### src/rtl/updown_mod_counter.sv
// updown_mod_counter: modulo-N up/down counter with wrap, saturate and one-shot end-of-range modes
// Ports:
//   clk_i        rising-edge clock
//   rst_ni       asynchronous active-low reset
//   en_i         count enable, one step per clock
//   up_dn_i      1 = count up, 0 = count down
//   clr_i        synchronous clear to 0 (highest priority)
//   load_i       synchronous load of load_val_i, clamped to N-1
//   load_val_i   value to load
//   mode_i       00 wrap, 01 saturate, 10 one-shot, 11 wrap
//   data_out_o   registered count, always within 0..N-1
//   tc_o         combinational terminal count for the current direction
//   carry_o      registered one-cycle pulse following a wrap
//   done_o       registered; one-shot has reached its terminal value
module updown_mod_counter #(
    parameter int N      = 9,
    parameter int DWIDTH = 4
) (
    input  logic              clk_i,
    input  logic              rst_ni,
    input  logic              en_i,
    input  logic              up_dn_i,
    input  logic              clr_i,
    input  logic              load_i,
    input  logic [DWIDTH-1:0] load_val_i,
    input  logic [1:0]        mode_i,
    output logic [DWIDTH-1:0] data_out_o,
    output logic              tc_o,
    output logic              carry_o,
    output logic              done_o
);
    typedef enum logic [1:0] {
        MODE_WRAP    = 2'b00,
        MODE_SAT     = 2'b01,
        MODE_ONESHOT = 2'b10,
        MODE_RSVD    = 2'b11
    } mode_e;
    localparam logic [DWIDTH-1:0] MAX = DWIDTH'(N - 1);
    localparam logic [DWIDTH-1:0] ONE = DWIDTH'(1);
    logic [DWIDTH-1:0] data_q, data_d;
    logic              carry_q, carry_d;
    logic              done_q, done_d;
    logic [DWIDTH-1:0] term, step, wrapped;
    mode_e             mode;
    logic              oneshot, wrap_mode;
    assign mode       = mode_e'(mode_i);
    assign oneshot    = mode == MODE_ONESHOT;
    assign wrap_mode  = mode == MODE_WRAP || mode == MODE_RSVD;
    assign term       = up_dn_i ? MAX : '0;
    assign wrapped    = up_dn_i ? '0 : MAX;
    assign step       = up_dn_i ? data_q + ONE : data_q - ONE;
    assign tc_o       = data_q == term;
    assign data_out_o = data_q;
    assign carry_o    = carry_q;
    assign done_o     = done_q;
    always_comb begin
        data_d  = data_q;
        carry_d = 1'b0;
        done_d  = done_q;
        if (clr_i) begin
            data_d = '0;
            done_d = 1'b0;
        end else if (load_i) begin
            data_d = load_val_i > MAX ? MAX : load_val_i;
            done_d = 1'b0;
        end else if (en_i && !done_q) begin
            if (!tc_o) begin
                data_d = step;
                // one-shot flags done on the very edge that lands on the terminal value
                done_d = oneshot && step == term;
            end else if (wrap_mode) begin
                data_d  = wrapped;
                carry_d = 1'b1;
            end else begin
                done_d = oneshot;
            end
        end
    end
    always_ff @(posedge clk_i or negedge rst_ni) begin
        if (!rst_ni) begin
            data_q  <= '0;
            carry_q <= 1'b0;
            done_q  <= 1'b0;
        end else begin
            data_q  <= data_d;
            carry_q <= carry_d;
            done_q  <= done_d;
        end
    end
endmodule

### config.mk
export PLATFORM = sky130hd
export DESIGN_NAME = updown_mod_counter
export DESIGN_NICKNAME = d
export VERILOG_FILES = /design/src/rtl/updown_mod_counter.sv
export SDC_FILE = /design/constraint.sdc
export NUM_CORES = 1
export LEC_CHECK = 0
export CAP_MARGIN = 20
export CORE_MARGIN = 8
export CORE_UTILIZATION = 43
export DETAILED_ROUTE_END_ITERATION = 16
export MAX_ROUTING_LAYER = met4
export PLACE_DENSITY = 0.81
export SETUP_SLACK_MARGIN = 0.2
export SYNTH_ARGS = -nofsm -noshare
export SYNTH_HDL_FRONTEND = slang
export SYNTH_SLANG_ARGS = --single-unit
### constraint.sdc
create_clock -name clk_i -period 2.2 [get_ports clk_i]
set_input_delay 0.44 -clock clk_i [delete_from_list [all_inputs] [get_ports clk_i]]
set_output_delay 0.44 -clock clk_i [all_outputs]
set_load 0.01 [all_outputs]
Word-level counts from Yosys, hierarchy flattened
Cells that the tools add are included.
- flip-flop bits (word level): 6
- input port bits: 12
- logic and storage cells: 39
- add/sub/neg operators: 2
- $lt $le $gt $ge: 1
- eq/ne operators: 6
- multiplexer cells: 19
- reduce and logical (&&, ||, !) cells: 8
- operators by type and width (cell ; count):
    2-to-1 mux 4 bit ; 9
    2-to-1 mux 1 bit ; 10
    == test 4 bit ; 2
    adder 4 x 1 -> 4 bit, second input constant ; 1
    == test 2 bit, second input constant ; 2
    > comparator 4 bit, second input constant ; 1
    inequality test 4 x 3 -> 1 bit, second input constant ; 1
    inequality test 4 bit, second input constant ; 1
    AND reduction 2 bit ; 2
    subtractor 4 x 1 -> 4 bit, second input constant ; 1
    nonzero test 3 bit ; 1
    logical AND 1 bit ; 2
    logical NOT 2 bit ; 1
    logical NOT 1 bit ; 1
    logical OR 1 bit ; 1

Logic depth before layout (Yosys ltp)
Gate-level depths: netlist of the first run.
- word-level depth: 8
- gate-level depth with buffers: 7
- depth with buffers taken out: 6

Worst setup path after synthesis of the first run
OpenSTA, ideal clock, no wires.
- kind: input port to flip-flop
- start: input port up_dn_i
- end: register data_q[3], in the netlist data_out_o[3]
- arrival time: 1681 ps
- required time: 2073 ps
- setup slack: 392 ps
- stages on the path: 7
- cell sequence: buf_2 inv_1 ha_1 a21o_1 a2111oi_0 or3_1 o22ai_1
- cells in the longest elaborated chain, start to end: 6
- elaborated cells on any way between the ends: 11
- classes of those cells: eq/ne (2); mux (8); reduce/logical (1)
- RTL lines (element ; RTL line ; source):
    start, declared ; 22 ; input logic up_dn_i,
    2-to-1 mux 4 bit (on tied branches) ; 49, 50 ;
    == test 4 bit or 2-to-1 mux 4 bit (tied branches) ; 52, 71 ;
    2-to-1 mux 4 bit ; 67 ; if (!tc_o) begin
    2-to-1 mux 4 bit ; 66 ; end else if (en_i && !done_q) begin
    2-to-1 mux 4 bit ; 63 ; end else if (load_i) begin
    2-to-1 mux 4 bit ; 60 ; if (clr_i) begin
    end signal, assigned ; 85 ; data_q <= data_d;
    end, declared ; 40 ; logic [DWIDTH-1:0] data_q, data_d;
Several ways; a longest one is shown, not always the timed one. The select of a mux whose other input is x is not followed.
A chain may end at the register's enable or synchronous reset.

Worst setup path in the final report of the first run
- start: register data_q[1], in the netlist data_out_o[1]
- end: output port tc_o
- cells in the longest elaborated chain, start to end: 1
- RTL lines (element ; RTL line ; source):
    == test 4 bit ; 52 ; assign tc_o = data_q == term;
    end, declared ; 28 ; output logic tc_o,
No other way between the ends.

==> run_results.csv, run 1 <==
group,metric,value,unit
run_status,status,"complete, no violations",
pwr,power.clock.fraction,24.2,%
die,die_w,52.4,µm
drt,drtIter0Drc,22,
logic_synthesis,syn_inst,66,
logic_synthesis,synth_top_area_share,26.4,%
timing,setup_violations,0,
global_route,grt.overflow.total,0,
cells_and_area,num-nets-final,113,
setup_path,r2r_start,"data_out_o[1]",
logic_synthesis,synth_edf_count,0,
timing,max_slew_margin,68.8,%
timing,fin_crit,1.91,ns
placed_design,dp_hpwl,1440,µm
die,design.die.area,0.00274,mm²
logic_synthesis,synthArstFlopShare,100,%
setup_path,cp_max_fo,4,
pwr,power_density,499,mW/mm²
hold_path,hold_path_class,"input pin to asynchronous set/reset pin",
timing,clock_skew,0.00254,ns
cts,cts_buffer_depth,2,
setup_path,slowest_stage,"or3_4",
timing,hold_viol,0,
timing,tightest_slew,0.464,ns
die,io_pins,19,
global_route,busiest_layer,"met2",
logic_synthesis,synth_warnings,0,
logic_synthesis,seq_area_frac_synth,26.4,%
setup_path,cp.arrival,1.47,ns
cells_and_area,antenna_cells,0,
run,maxCapViolCount,0,
cts,path_clk_slew,0.04,ns
drt,vias_per_cell,5.77,
pwr,ir_drop,0.000189,V
logic_synthesis,syn_nets,83,
global_route,grt_pass1_vias,636,
drt,first_pass_iters,4,
cts,ctsHoldBuffers,0,
timing,rsz0062_at_grt,"false",
timing,fmaxAchievable,525,MHz
pwr,p_total,0.422,mW
logic_synthesis,synth_common_cells,"a21oi_1 (6), dfrtp_1 (6), inv_1 (6), nand2_1 (6), ha_1 (4)",
pwr,seqPwrFrac,29.8,%
drt,drt-total-wl,1690,µm
drt,drc,0,
die,die_h,52.4,µm
setup_path,criticalPathCategory,"flip-flop to output pin",
setup_path,end_kind,"output pin",
global_route,grt_max_degree,9,
global_route,antenna_found_initial,0,
global_route,gr-usage-met1,11.7,%
placed_design,dp_slack,-0.171,ns
cts,cts_max_level,1,
logic_synthesis,avgSynthCellArea,8.63,µm²
die,row_count,13,
die,core,0.00127,mm²
logic_synthesis,syn-cell-area,569,µm²
logic_synthesis,ys_ff_latch,6,
cts,cts.sinks,6,
drt,detail_route.wl_per_cell,15.5,µm
timing,fin_crit_sh,86.6,%
global_route,use_met3,2.27,%
pwr,p_int,0.281,mW
drt,vias,629,
logic_synthesis,ys_top_cells_by_area,"dfrtp_1 (26%), ha_1 (8.8%), a21oi_1 (5.3%)",
drt,drtAntennaViolNets,0,
global_route,grt_pass1_wl,2620,µm
setup_path,r2r-end,"data_out_o[3]",
setup_path,r2r_setup_slack,0.41,ns
cells_and_area,layout-drive-gt1-share,17.0,%
pwr,p_leak,0.372,nW
logic_synthesis,yosysUniqueCellTypes,34,
global_route,grt_util_met2,23.3,%
cts,clock-root-buffer,"clkbuf_4",
setup_path,reg2reg_depth,6,
setup_path,worstSetupStartpointType,"flip-flop",
timing,finalSetupTns,0,ns
pwr,netSwitchingFraction,33.5,%
placed_design,place.gp.congestion,0.886,
cells_and_area,area_delta_synth_final,48.6,%
cts,numCtsBuffers,3,
pwr,power_switching,0.141,mW
setup_path,cp.required,1.76,ns
timing,worst_slack,0.294,ns
setup_path,cpPeakStageDelay,0.43,ns
logic_synthesis,ys.flop_type,"dfrtp_1",
timing,drv_slew,0,
cells_and_area,final_core_util,66.7,%
cts,clkLatencyLatePin,0.25,ns
die,start_util,44.9,%
pwr,pwr-share-comb,45.9,%
placed_design,io_buffers,18,
global_route,grt_usage,12.7,%
cts,cts_tree,"done",
setup_path,path_cells,"or3_4 > nor2_2 > dlygate4sd2_1",
logic_synthesis,synth_top_cell_by_area,"dfrtp_1",
## logic make-up (layout without fill, tap and decap cells)
kind of cell               count (synthesis)  in the layout  synth area share [%]
and+or+nand+nor                           24             24                  24.0
AOI/OAI and AO/OA                         20             20                  25.7
buffers and inverters                      8             36                  5.71
DFF                                        6              6                  26.4
adders and majority gates                  5              5                  12.3
xor gates and xnor gates                   3              3                  5.94
## routing by layer
layer / vias to the layer above / share of wire, %
li1: 301 / -
met1: 303 / 39
met2: 17 / 51
met3: 8 / 5.9
met4: 0 / 3.4
met5: - / 0
## worst max path at each step
stage	startpoint	endpoint	slack (ns)	cells after the start
5_1_grt	up_dn_i	data_out_o[3]	0.24	7
6_report	data_out_o[1]	tc_o	0.29	3
4_1_cts	data_out_o[1]	tc_o	0.28	3
3_3_place_gp	up_dn_i	data_out_o[3]	-0.14	7
2_1_floorplan	up_dn_i	data_out_o[3]	0.39	7
3_5_place_dp	up_dn_i	data_out_o[3]	-0.17	7
## through the flow
step / hold slack [ns] / std cells / area [µm²]
2_1_floorplan: 0.144 / 66 / 569
3_3_place_gp: 0.534 / 106 / 826
3_5_place_dp: 0.543 / 106 / 826
4_1_cts: 0.441 / 109 / 846
5_1_grt: 0.454 / 109 / 846
6_report: 0.431 / 109 / 846
## cell usage in the layout, fill, tap and decap left out, drive strengths merged, types with 2 or more instances in the layout
master         instances
clkdlybuf4s50         16
buf                    9
inv                    6
nand2                  6
a21oi                  6
dfrtp                  6
ha                     4
o21ai                  3
clkbuf                 3
nor2                   3
nor3                   2
and3                   2
a2111oi                2
nor4                   2
a2bb2oi                2
dlygate4sd2            2
or3                    2
xor2                   2
## sequential cells by signal, indices dropped and copies added (netlist names)
signal / count
carry_o: 1
data_out_o: 4
done_o: 1
## critical path: cells and delay by family, from the launching register on
family                 cells  cell delay, ns
buffers and inverters      1            0.28
AND/OR/NAND/NOR            2            0.56
flip-flops                 1            0.38
## cell type report
type                            count  area, µm²
Inverter                            6       22.5
Clock buffer                        3       22.5
Sequential cell                     6        150
Multi-Input combinational cell     52        387
Timing Repair Buffer               27        245
Tap cell                           15       18.8
Fill cell                         110        423
## power by group through the flow
stage          Sequential [mW]  Combinational (mW)  Clock (mW)
6_report                 0.126               0.194       0.102
5_1_grt                  0.126               0.210       0.112
4_1_cts                  0.126               0.193       0.103
3_5_place_dp             0.128               0.196           0
3_3_place_gp             0.126               0.191           0
2_1_floorplan            0.130              0.0970           0
## timing repair
action                     CTS  global route
resized for setup            2             0
setup endpoints to repair    4             0
setup buffers                0             0
(Power assumes the default switching activity.)
==> inputs of run 2 (changes only) <==
--- a/config.mk
+++ b/config.mk
@@ -8,9 +8,11 @@
 export CAP_MARGIN = 20
 export CORE_MARGIN = 8
 export CORE_UTILIZATION = 43
+export CTS_CLUSTER_DIAMETER = 60
 export DETAILED_ROUTE_END_ITERATION = 16
 export MAX_ROUTING_LAYER = met4
 export PLACE_DENSITY = 0.81
+export RECOVER_POWER = 100
 export SETUP_SLACK_MARGIN = 0.2
 export SYNTH_ARGS = -nofsm -noshare
 export SYNTH_HDL_FRONTEND = slang
==> run 2 against run 1 <==
Effect of this change: via count rose by 1.3%; routed wire length fell by 0.41%; fmax down 3.7%; die area stayed put; total power shrank 2.3%; final area decreased by 1.0%; sequential power is essentially flat; sequential share of layout area increased by 0.19 points; combinational power is 4% lower.
==> run_results.csv, run 2 (synthesis gave the netlist of run 1 again) <==
group,metric,value,unit
run_status,status,"complete, no violations",
timing,hold_viol,0,
die,die_h,52.4,µm
pwr,power_switching,0.139,mW
global_route,grt.overflow.total,0,
die,start_util,44.9,%
global_route,grt_pass1_vias,636,
pwr,p_int,0.273,mW
timing,rsz0062_at_grt,"false",
pwr,netSwitchingFraction,33.8,%
die,core,0.00127,mm²
drt,drtIter0Drc,27,
setup_path,cp.arrival,1.54,ns
timing,tightest_slew,0.464,ns
cells_and_area,n_fill_cell,112,
cells_and_area,num-nets-final,113,
cells_and_area,layout-drive-gt1-share,14.9,%
run,maxCapViolCount,0,
timing,fmaxAchievable,505,MHz
cts,cts.repair.resized,2,
drt,drt-total-wl,1680,µm
pwr,seqPwrFrac,30.4,%
setup_path,criticalPathCategory,"flip-flop to output pin",
cts,path_clk_slew,0.05,ns
die,row_count,13,
cts,clock-root-buffer,"clkbuf_4",
cells_and_area,antenna_cells,0,
cells_and_area,final_core_util,66.0,%
setup_path,cp_max_fo,4,
cts,cts_buffer_depth,2,
drt,drtAntennaViolNets,0,
timing,fin_crit_sh,90.0,%
setup_path,worstSetupStartpointType,"flip-flop",
die,design.die.area,0.00274,mm²
global_route,grt_pass1_wl,2620,µm
drt,detail_route.wl_per_cell,15.4,µm
cts,cts.sinks,6,
pwr,p_leak,0.385,nW
placed_design,place.gp.congestion,0.886,
placed_design,io_buffers,18,
cells_and_area,largest_reg_flops,4,
timing,drv_slew,0,
setup_path,cp.required,1.76,ns
cells_and_area,mostFrequentLayoutCells,"clkdlybuf4s50_1 (8), dlygate4sd3_1 (8), buf_4 (8)",
pwr,ir_drop,0.000187,V
global_route,grt_usage,12.7,%
timing,fin_crit,1.98,ns
die,io_pins,19,
cts,cts_tree,"done",
setup_path,end_kind,"output pin",
cts,post-cts-setup-buffer-count,0,
drt,vias,637,
timing,finalSetupTns,0,ns
drt,drc,0,
pwr,pwr-share-comb,45.1,%
cts,cts_max_level,1,
drt,first_pass_iters,4,
timing,max_slew_margin,68.8,%
placed_design,dp_hpwl,1440,µm
die,die_w,52.4,µm
cts,ctsHoldBuffers,0,
cts,numCtsBuffers,3,
cts,clkLatencyLatePin,0.24,ns
hold_path,hold_path_class,"input pin to asynchronous set/reset pin",
pwr,power.clock.fraction,24.5,%
global_route,antenna_found_initial,0,
timing,clock_skew,0.00280,ns
cells_and_area,area_delta_synth_final,47.0,%
pwr,power_density,492,mW/mm²
drt,vias_per_cell,5.84,
timing,setup_violations,0,
global_route,grt_max_degree,9,
==> run 2: critical path, stage by stage, from the launching register on <==
cell and delay, ns:
dfrtp_1 0.38, or3_1 0.49, nor2_2 0.15, dlygate4sd2_1 0.28
==> run 2: cell type report <==
cell class              instances  area, µm²  area share [%]
well taps                      15       18.8            2.24
multi-input cells              52        382            45.6
clock buffers                   3       22.5            2.69
repair buffers                 27        241            28.8
inverters                       6       22.5            2.69
flip-flops and latches          6        150            17.9
==> run 2: final timing paths <==
kind                                     from             to  slack (ns)  depth (start not counted)
max in group asynchronous              rst_ni        carry_o        1.48                          1
worst min register to register         done_o         done_o        0.56                          1
worst max register to register  data_out_o[1]  data_out_o[3]        0.33                          6
worst max-delay path            data_out_o[1]           tc_o        0.22                          3
min in group clk_i                     done_o         done_o        0.56                          1
worst min-delay path                   rst_ni  data_out_o[2]        0.50                          1
==> run 2: layer usage <==
layer,vias to the layer above,share of wire [%],wire length [µm],global-route usage [%]
li1,302,-,-,-
met1,290,37,621,11.7
met2,35,50,847,23.3
met3,10,8.8,148,2.27
met4,0,3.8,63,7.76
met5,-,0,0,-
==> run 2: stage by stage <==
stage | hold WS [ns] | instance area (µm²) | worst slack (ns) | total power, mW | instances
global route | 0.525 | 837 | 0.178 | 0.440 | 109
global placement | 0.534 | 826 | -0.142 | 0.317 | 106
finish | 0.504 | 837 | 0.220 | 0.412 | 109
CTS | 0.441 | 846 | 0.280 | 0.422 | 109
detailed placement | 0.543 | 826 | -0.171 | 0.323 | 106
floorplan | 0.144 | 569 | 0.392 | 0.227 | 66
==> run 2: power groups by stage <==
stage	clock, mW	sequential (mW)	combinational [mW]
floorplan	0	0.130	0.0970
global placement	0	0.126	0.191
detailed placement	0	0.128	0.196
CTS	0.103	0.126	0.193
global route	0.112	0.126	0.202
finish	0.101	0.125	0.186
